### config.mk
export PLATFORM = sky130hd
export DESIGN_NAME = fifo_rd_unpack_flat
export DESIGN_NICKNAME = d
export VERILOG_FILES = /design/src/rtl/fifo_rd_unpack_pkg.sv /design/src/rtl/fifo_rd_unpack_if.sv /design/src/rtl/fifo_rd_unpack_slicer.sv /design/src/rtl/fifo_rd_unpack.sv /design/src/flat_wrapper.sv
export SDC_FILE = /design/constraint.sdc
export NUM_CORES = 1
export LEC_CHECK = 0
export ABC_AREA = 1
export CORE_UTILIZATION = 35
export CTS_CLUSTER_DIAMETER = 30
export DETAILED_ROUTE_END_ITERATION = 7
export DONT_BUFFER_PORTS = 1
export SLEW_MARGIN = 20
export SYNTH_ARGS = -nofsm -noshare
export SYNTH_HDL_FRONTEND = slang
export SYNTH_SLANG_ARGS = --single-unit
### constraint.sdc
create_clock -name rd_clk -period 3.3 [get_ports rd_clk]
set_input_delay 0.495 -clock rd_clk [delete_from_list [all_inputs] [get_ports rd_clk]]
set_output_delay 0.495 -clock rd_clk [all_outputs]
set_load 0.01 [all_outputs]
### src/rtl/fifo_rd_unpack_pkg.sv
// Shared types and elaboration helpers for the fifo read-side unpacker.
package fifo_rd_unpack_pkg;

    typedef enum logic [1:0] {
        IDLE   = 2'd0,
        SETTLE = 2'd1,
        EMIT   = 2'd2
    } rd_state_e;

    // Number of output slices carried by one fifo word.
    function automatic int calc_nslice(input int bus_width, input int out_width);
        if (out_width <= 0) return 0;
        return bus_width / out_width;
    endfunction

    // Width of the slice index; never narrower than one bit.
    function automatic int calc_idx_width(input int nslice);
        return (nslice > 1) ? $clog2(nslice) : 1;
    endfunction

    // True when the word splits evenly into 1..16 slices.
    function automatic bit widths_valid(input int bus_width, input int out_width);
        if (out_width <= 0) return 1'b0;
        if ((bus_width % out_width) != 0) return 1'b0;
        if ((bus_width / out_width) < 1) return 1'b0;
        if ((bus_width / out_width) > 16) return 1'b0;
        return 1'b1;
    endfunction

endpackage

### src/rtl/fifo_rd_unpack_if.sv
// Fifo read port plus the sliced valid/ready output stream.
interface fifo_rd_unpack_if #(
    parameter int BUS_WIDTH = 16,
    parameter int OUT_WIDTH = 8
);
    logic                 empty_n;
    logic [BUS_WIDTH-1:0] rd_data;
    logic                 rd;
    logic [OUT_WIDTH-1:0] out_data;
    logic                 out_valid;
    logic                 out_ready;
    logic                 out_last;

    // The unpacker drives the pop and the stream; the environment drives the rest.
    modport master (
        input  empty_n, rd_data, out_ready,
        output rd, out_data, out_valid, out_last
    );

    modport slave (
        output empty_n, rd_data, out_ready,
        input  rd, out_data, out_valid, out_last
    );
endinterface

### src/rtl/fifo_rd_unpack_slicer.sv
// Holds one fifo word and walks through it one OUT_WIDTH slice at a time, LSB first.
module fifo_rd_unpack_slicer
    import fifo_rd_unpack_pkg::*;
#(
    parameter int BUS_WIDTH = 16,
    parameter int OUT_WIDTH = 8
) (
    input  logic                 rd_clk,
    input  logic                 rst_n,
    input  logic                 load,
    input  logic [BUS_WIDTH-1:0] load_data,
    input  logic                 advance,
    output logic [OUT_WIDTH-1:0] slice_data,
    output logic                 slice_last
);
    localparam int NSLICE = calc_nslice(BUS_WIDTH, OUT_WIDTH);
    localparam int IDX_W  = calc_idx_width(NSLICE);
    localparam logic [IDX_W-1:0] LAST_IDX = IDX_W'(NSLICE - 1);

    logic [BUS_WIDTH-1:0] hold;
    logic [IDX_W-1:0]     slice_idx;

    // Capture a new word and restart at slice 0, or step to the next slice.
    always_ff @(posedge rd_clk) begin
        if (!rst_n) begin
            hold      <= '0;
            slice_idx <= '0;
        end else if (load) begin
            hold      <= load_data;
            slice_idx <= '0;
        end else if (advance && (slice_idx != LAST_IDX)) begin
            slice_idx <= slice_idx + IDX_W'(1);
        end
    end

    // Select the current slice and flag the final one.
    always_comb begin
        slice_data = hold[int'(slice_idx) * OUT_WIDTH +: OUT_WIDTH];
        slice_last = (slice_idx == LAST_IDX);
    end

endmodule

### src/rtl/fifo_rd_unpack.sv
// Read-side drain engine: pops the 1-word CDC fifo and emits the word as a sliced stream.
module fifo_rd_unpack
    import fifo_rd_unpack_pkg::*;
#(
    parameter int BUS_WIDTH = 16,
    parameter int OUT_WIDTH = 8,
    parameter int CNT_WIDTH = 16
) (
    input  logic                 rd_clk,
    input  logic                 rst_n,
    fifo_rd_unpack_if.master     bus,
    output logic [CNT_WIDTH-1:0] words_rcvd,
    output logic                 busy
);
    if (!widths_valid(BUS_WIDTH, OUT_WIDTH)) begin : g_bad_widths
        $error("fifo_rd_unpack: BUS_WIDTH must be a multiple of OUT_WIDTH giving 1..16 slices");
    end

    rd_state_e            state;
    rd_state_e            state_next;
    logic                 load;
    logic                 advance;
    logic                 rd_q;
    logic [OUT_WIDTH-1:0] slice_data;
    logic                 slice_last;

    // State register.
    always_ff @(posedge rd_clk) begin
        if (!rst_n) begin
            state <= IDLE;
        end else begin
            state <= state_next;
        end
    end

    // Next state; SETTLE only captures if empty_n held for a second cycle.
    always_comb begin
        state_next = state;
        load       = 1'b0;
        advance    = 1'b0;
        case (state)
            IDLE: begin
                if (bus.empty_n) state_next = SETTLE;
            end
            SETTLE: begin
                if (bus.empty_n) begin
                    load       = 1'b1;
                    state_next = EMIT;
                end else begin
                    state_next = IDLE;
                end
            end
            EMIT: begin
                if (bus.out_ready) begin
                    if (slice_last) state_next = IDLE;
                    else            advance    = 1'b1;
                end
            end
            default: state_next = IDLE;
        endcase
    end

    // One-cycle pop pulse following the capture, and the popped-word counter.
    always_ff @(posedge rd_clk) begin
        if (!rst_n) begin
            rd_q       <= 1'b0;
            words_rcvd <= '0;
        end else begin
            rd_q <= load;
            if (load) words_rcvd <= words_rcvd + CNT_WIDTH'(1);
        end
    end

    fifo_rd_unpack_slicer #(
        .BUS_WIDTH (BUS_WIDTH),
        .OUT_WIDTH (OUT_WIDTH)
    ) u_slicer (
        .rd_clk     (rd_clk),
        .rst_n      (rst_n),
        .load       (load),
        .load_data  (bus.rd_data),
        .advance    (advance),
        .slice_data (slice_data),
        .slice_last (slice_last)
    );

    // Stream outputs are pure functions of state and the held word.
    always_comb begin
        bus.rd        = rd_q;
        bus.out_valid = (state == EMIT);
        bus.out_last  = (state == EMIT) && slice_last;
        bus.out_data  = slice_data;
        busy          = (state != IDLE);
    end

endmodule
### src/flat_wrapper.sv
// flat-port wrapper written by rule: the top's interface ports become plain ports
module fifo_rd_unpack_flat import fifo_rd_unpack_pkg::*;
#(
    parameter int BUS_WIDTH = 16,
    parameter int OUT_WIDTH = 8,
    parameter int CNT_WIDTH = 16
)
  (rd_clk, rst_n, words_rcvd, busy, bus_empty_n, bus_rd_data, bus_out_ready, bus_rd, bus_out_data, bus_out_valid, bus_out_last);
  fifo_rd_unpack_if #(.BUS_WIDTH(BUS_WIDTH), .OUT_WIDTH(OUT_WIDTH)) bus_i ();
  input  logic rd_clk;
  input  logic rst_n;
  output logic [CNT_WIDTH-1:0] words_rcvd;
  output logic busy;
  input wire logic [$bits(bus_i.empty_n)-1:0] bus_empty_n;
  input wire logic [$bits(bus_i.rd_data)-1:0] bus_rd_data;
  input wire logic [$bits(bus_i.out_ready)-1:0] bus_out_ready;
  output wire logic [$bits(bus_i.rd)-1:0] bus_rd;
  output wire logic [$bits(bus_i.out_data)-1:0] bus_out_data;
  output wire logic [$bits(bus_i.out_valid)-1:0] bus_out_valid;
  output wire logic [$bits(bus_i.out_last)-1:0] bus_out_last;
  assign bus_i.empty_n = bus_empty_n;
  assign bus_i.rd_data = bus_rd_data;
  assign bus_i.out_ready = bus_out_ready;
  assign bus_rd = bus_i.rd;
  assign bus_out_data = bus_i.out_data;
  assign bus_out_valid = bus_i.out_valid;
  assign bus_out_last = bus_i.out_last;
  fifo_rd_unpack #(.BUS_WIDTH(BUS_WIDTH), .OUT_WIDTH(OUT_WIDTH), .CNT_WIDTH(CNT_WIDTH)) u_core (.rd_clk(rd_clk), .rst_n(rst_n), .bus(bus_i), .words_rcvd(words_rcvd), .busy(busy));
endmodule
==> results.cfg, run 1 <==
[power_and_ir_drop]
p_leak_nw = 0.6901
share_comb_of_total_power_pct = 3.1
seq_power_share_pct = 51.4
p_clk_share_pct = 45.5
switching_share_pct = 22.56
internal-power_uw = 678.6
total_power_uw = 876.3
peakVddDrop_mv = 0.2434
switching_power_uw = 197.7
cellPowerDensity_nw_per_um2 = 509.3

[final_layout]
final_core_util_pct = 39.51
fillCellCount = 459
drive_above_1_share_pct = 6.867
area_growth_syn_to_layout_pct = 8.268
regArea_sq_um = 720.7
multi_input_area_sq_um = 718.2
fin_area_sq_um = 1720
final_cells = 285
mostFrequentLayoutCells = 72 x nand2_1, 36 x dfxtp_1, 29 x nor2_1
nNetsFinal = 253
layout_commonest_cell = nand2_1
num_antenna_cells = 0

[global_route]
grt_usage_pct = 14.13
overflow = 0
grt_pass1_vias = 1190
antenna_found_initial = 0
grt_max_degree = 27
grt_pass1_wl_um = 5451

[sta]
rsz0062_at_grt = no
hold_ws_ps = 305.7
skew_ps = 7.066
slew_headroom_pct = 65.18
slew_violations = 0
timing.fmax_mhz = 537.8
worst_slack_ps = 1440
timing_hold_violations_final = 0
fin_crit_sh_pct = 56.35
setup_violations = 0
period_needed_ps = 1860
tns_ps = 0
tightest_slew_ps = 521.5

[placement]
dp.cells = 277
gp_congestion = 0.7654
dpl_cell_area_sq_um = 1605
numPortBuffers = 0
dp_hpwl_um = 2362
dp_slack_ps = 1679

[detailed_routing]
final_antenna_net_count = 0
wl_per_cell_um = 11.51
drtIter0Drc = 39
wl_um = 3281
post_drt_via_cell_ratio = 4.779
drtPass1Iterations = 4
drc = 0
dr_total_vias = 1362

[synthesis]
ys_seq_elements = 36
syn_avg_cell_area_sq_um = 6.820
synth_fp_nets = 254
synth_warnings = 0
synth_area_sq_um = 1589
ys_seq_area_share_pct = 45.35
syn_inst = 233
yosysUniqueCellTypes = 20

[clock_network]
h-tree-depth = 2
cts_sinks = 36
cts_tree = built
clk_latency_ps = 290
cts_buffer_depth = 2
cts_resized = 0
cts_root_buffer = clkbuf_8
clk_pin_slew_ps = 80
cts_hold_buf = 0
cts_made_buffers = 5
post_cts_buffers = 0

[floorplanning]
rows = 24
ioPinCount = 48
fp.dieH_um = 69.38
die_area_sq_um = 4814
start_util_pct = 36.49
core_area_sq_um = 4354
die_w_um = 69.38

[worst_setup_path]
crit_path_end_kind = output port
worstPathMaxFanout = 18
crit_end = bus_out_last
required_ps = 2800
crit-reg2reg-launch = u_core.words_rcvd[0]
start_kind = flop
worst_r2r_path_depth = 6
cp_data_arrival_time_ps = 1360
critical_path_class = reg2out
critPathLaunch = u_core.u_slicer.slice_last
r2r_slack_ps = 1780
reg2reg_to = u_core.words_rcvd[8]

[outcome]
status = finished, final reports clean

[job]
maxCapViolCount = 0

[hold_path]
hold_path_class = in2reg
worst max-delay path, cell delays in order (launching register included):
cell and delay (ps):
dfxtp_1 650, inv_1 110, nor3_1 320
layout make-up:
cell class | instances | area share [%]
Clock buffer | 5 | 4.000
Clock inverter | 3 | 2.691
Inverter | 27 | 5.891
Multi-Input combinational cell | 162 | 41.75
Sequential cell | 36 | 41.89
Tap cell | 52 | 3.782
Yosys cell counts (all sizes together):
master,instances,area (sq um)
or2,1,6.260
ha,1,12.51
o21bai,1,7.510
clkbuf,3,11.26
dfxtp,36,720.7
o21ai,19,95.09
nand4,3,18.77
nor3b,1,7.510
nand2,74,282.8
nor2,32,137.6
nor3,2,10.01
nand3,21,105.1
buf,5,37.53
a21oi,7,35.03
inv,27,101.4
layer usage:
layer	routed length, um	GRT usage, %
met1	1583	17.52
met2	1414	21.57
met3	225	5.378
met4	58	6.576
met5	0	0
power groups by stage:
stage               sequential [mW]  clock, mW  combinational, mW
finish                        0.451      0.399             0.0268
global route                  0.452      0.424             0.0310
CTS                           0.451      0.408             0.0275
detailed placement            0.461          0             0.0275
global placement              0.461          0             0.0272
floorplan                     0.458          0             0.0298
cells by family after synthesis:
group | count (synthesis) | synth area share (%)
AOI/OAI and AO/OA | 27 | 8.661
adders and majority gates | 1 | 0.7873
DFF | 36 | 45.35
and+or+nand+nor | 134 | 35.75
buffers and inverters | 35 | 9.449
worst min path at each step:
stage / from / end / cells after the start
2_1_floorplan: u_core.u_slicer.hold[0] / u_core.u_slicer.hold[0] / 2
3_3_place_gp: u_core.u_slicer.hold[2] / u_core.u_slicer.hold[2] / 2
3_5_place_dp: u_core.u_slicer.hold[13] / u_core.u_slicer.hold[13] / 2
4_1_cts: bus_rd_data[15] / u_core.u_slicer.hold[15] / 2
5_1_grt: bus_rd_data[10] / u_core.u_slicer.hold[10] / 2
6_report: bus_rd_data[15] / u_core.u_slicer.hold[15] / 2
sequential cells by signal, summed over array words and instances (netlist names):
register and cells:
u_core.u_slicer.hold 16, u_core.u_slicer.slice_last 1, u_core.words_rcvd 16, u_core.bus.rd 1
u_core.state 2
No activity file was read; power rests on OpenSTA's default activity.
==> run 2, diff against run 1 <==
==> constraint.sdc (replaced) <==
create_clock -name rd_clk -period 1.78 [get_ports rd_clk]
set_input_delay 0.267 -clock rd_clk [delete_from_list [all_inputs] [get_ports rd_clk]]
set_output_delay 0.267 -clock rd_clk [all_outputs]
set_load 0.01 [all_outputs]
==> run 2 against run 1 <==
Effect of this change:
- worst hold slack worse by 230 ps
- critical endpoint is now u_core.words_rcvd[8]
- via count is 1.8% lower
- wire length is 2.0% higher
- global-route usage is 0.50 points higher
- combinational power is 110% higher
- worst setup slack worse by 1100 ps
- clock power is 80% higher
- non-clock buffer count is 2 higher
- critical path depth is 4 higher
==> results.cfg, run 2 (synthesized netlist as in run 1, its figures left out) <==
[outcome]
status = finished, final reports clean

[hold_path]
min_from = bus_rd_data[14]
hold_depth = 2
hold_path_end = u_core.u_slicer.hold[14]
hold_path_class = in2reg

[clock_network]
cts_made_buffers = 5
cts_sinks = 36
cts_buffer_depth = 2
cts_root_buffer = clkbuf_8
h-tree-depth = 2
cts_hold_buf = 0
cts_tree = built
clk_latency_ps = 290
clk_pin_slew_ps = 80
post_cts_buffers = 0
cts_resized = 0

[global_route]
antenna_found_initial = 0
grt_max_degree = 27
grt_usage_pct = 14.63
overflow = 0
grt_pass1_vias = 1195
grt_pass1_wl_um = 5471

[final_layout]
regArea_sq_um = 720.7
top_regs = u_core.u_slicer.hold x16, u_core.words_rcvd x16, u_core.state x2
num_antenna_cells = 0
nNetsFinal = 255
layout_commonest_cell = nand2_1
multi_input_area_sq_um = 718.2
area_growth_syn_to_layout_pct = 8.976
fillCellCount = 459
final_core_util_pct = 39.77
mostFrequentLayoutCells = 72 x nand2_1, 36 x dfxtp_1, 29 x nor2_1
drive_above_1_share_pct = 7.660

[worst_setup_path]
start_kind = flop
worstPathMaxFanout = 6
crit_path_end_kind = flop
critical_path_class = reg2reg
crit_top_cell = nand3_1
reg2reg_to = u_core.words_rcvd[8]
crit-reg2reg-launch = u_core.words_rcvd[0]
critPathSlowestCell = dfxtp_1
worst_r2r_path_depth = 6
required_ps = 1970
path_cells = ha_1 > nand3_1 > nor2_2 > nand3_1 > o21ai_0 > nor2_1
cp_data_arrival_time_ps = 1670
cpPeakStageDelay_ps = 460
r2r_slack_ps = 300

[sta]
timing_hold_violations_final = 0
period_needed_ps = 1480
setup_violations = 0
timing.fmax_mhz = 675.5
skew_ps = 5.127
worst_slack_ps = 299.6
fin_crit_sh_pct = 83.17
slew_violations = 0
slew_headroom_pct = 73.02
rsz0062_at_grt = no
tns_ps = 0
tightest_slew_ps = 400.4

[floorplanning]
die_area_sq_um = 4814
ioPinCount = 48
die_w_um = 69.38
fp.dieH_um = 69.38
rows = 24
start_util_pct = 36.49
core_area_sq_um = 4354

[power_and_ir_drop]
share_comb_of_total_power_pct = 3.4
total_power_mw = 1.608
p_leak_nw = 0.7003
switching_power_uw = 355.4
cellPowerDensity_nw_per_um2 = 928.6
seq_power_share_pct = 51.8
internal-power_mw = 1.253
peakVddDrop_mv = 0.4943
switching_share_pct = 22.10
p_clk_share_pct = 44.8

[job]
maxCapViolCount = 0

[placement]
dp_hpwl_um = 2364
gp_congestion = 0.7654
dp_slack_ps = 318.7
numPortBuffers = 0

[detailed_routing]
wl_um = 3347
drtPass1Iterations = 4
drc = 0
drtIter0Drc = 61
wl_per_cell_um = 11.66
dr_total_vias = 1338
final_antenna_net_count = 0
post_drt_via_cell_ratio = 4.662
run 2: changes by cell type in the layout (fill, tap and decap cells not counted):
cell,previous run,this run
buf_4,0,2
clkinv_2,0,1
inv_6,1,0
run 2: final cells by class:
cell class	instances	share of cell area, %
clock buffers	5	3.974
clock inverters	3	2.457
inverters	27	5.853
multi-input cells	162	41.47
flip-flops and latches	36	41.62
well taps	52	3.757
repair buffers	2	0.8671
run 2: power groups by stage:
stage | logic, mW | clock network [mW] | registers (mW)
2_1_floorplan | 0.0552 | 0 | 0.849
3_3_place_gp | 0.0559 | 0 | 0.851
3_5_place_dp | 0.0565 | 0 | 0.852
4_1_cts | 0.0567 | 0.747 | 0.833
5_1_grt | 0.0627 | 0.778 | 0.835
6_report | 0.0551 | 0.720 | 0.833
run 2: worst max-delay path: cells and delay by family, from the launching register on:
kind	cells	cell delay, ps
AOI/OAI and AO/OA	1	160
adders and majority gates	1	250
and+or+nand+nor	4	490
DFF	1	460
run 2: worst max path at each step:
stage                         start                     to  depth (start not counted)
2_1_floorplan  u_core.words_rcvd[0]   u_core.words_rcvd[8]                          6
3_3_place_gp   u_core.words_rcvd[0]   u_core.words_rcvd[8]                          6
3_5_place_dp   u_core.words_rcvd[0]   u_core.words_rcvd[8]                          6
4_1_cts        u_core.words_rcvd[0]   u_core.words_rcvd[8]                          6
5_1_grt        u_core.words_rcvd[0]  u_core.words_rcvd[10]                          7
6_report       u_core.words_rcvd[0]   u_core.words_rcvd[8]                          6
run 2: layer usage:
| metal | vias up | track usage (%) | wire length [um] |
|---|---|---|---|
| met3 | 6 | 4.360 | 185 |
| met4 | 0 | 8.844 | 73 |
| li1 | 731 | - | - |
| met1 | 568 | 17.81 | 1598 |
| met2 | 33 | 22.65 | 1490 |
| met5 | - | 0 | 0 |
run 2: metrics by stage:
step	instances	instance area, sq um	hold slack, ps
after CTS	287	1732	67.60
after detailed placement	279	1620	375.1
final	287	1732	78.29
after global placement	279	1620	371.6
after floorplan	233	1589	370.1
after global routing	287	1732	64.86
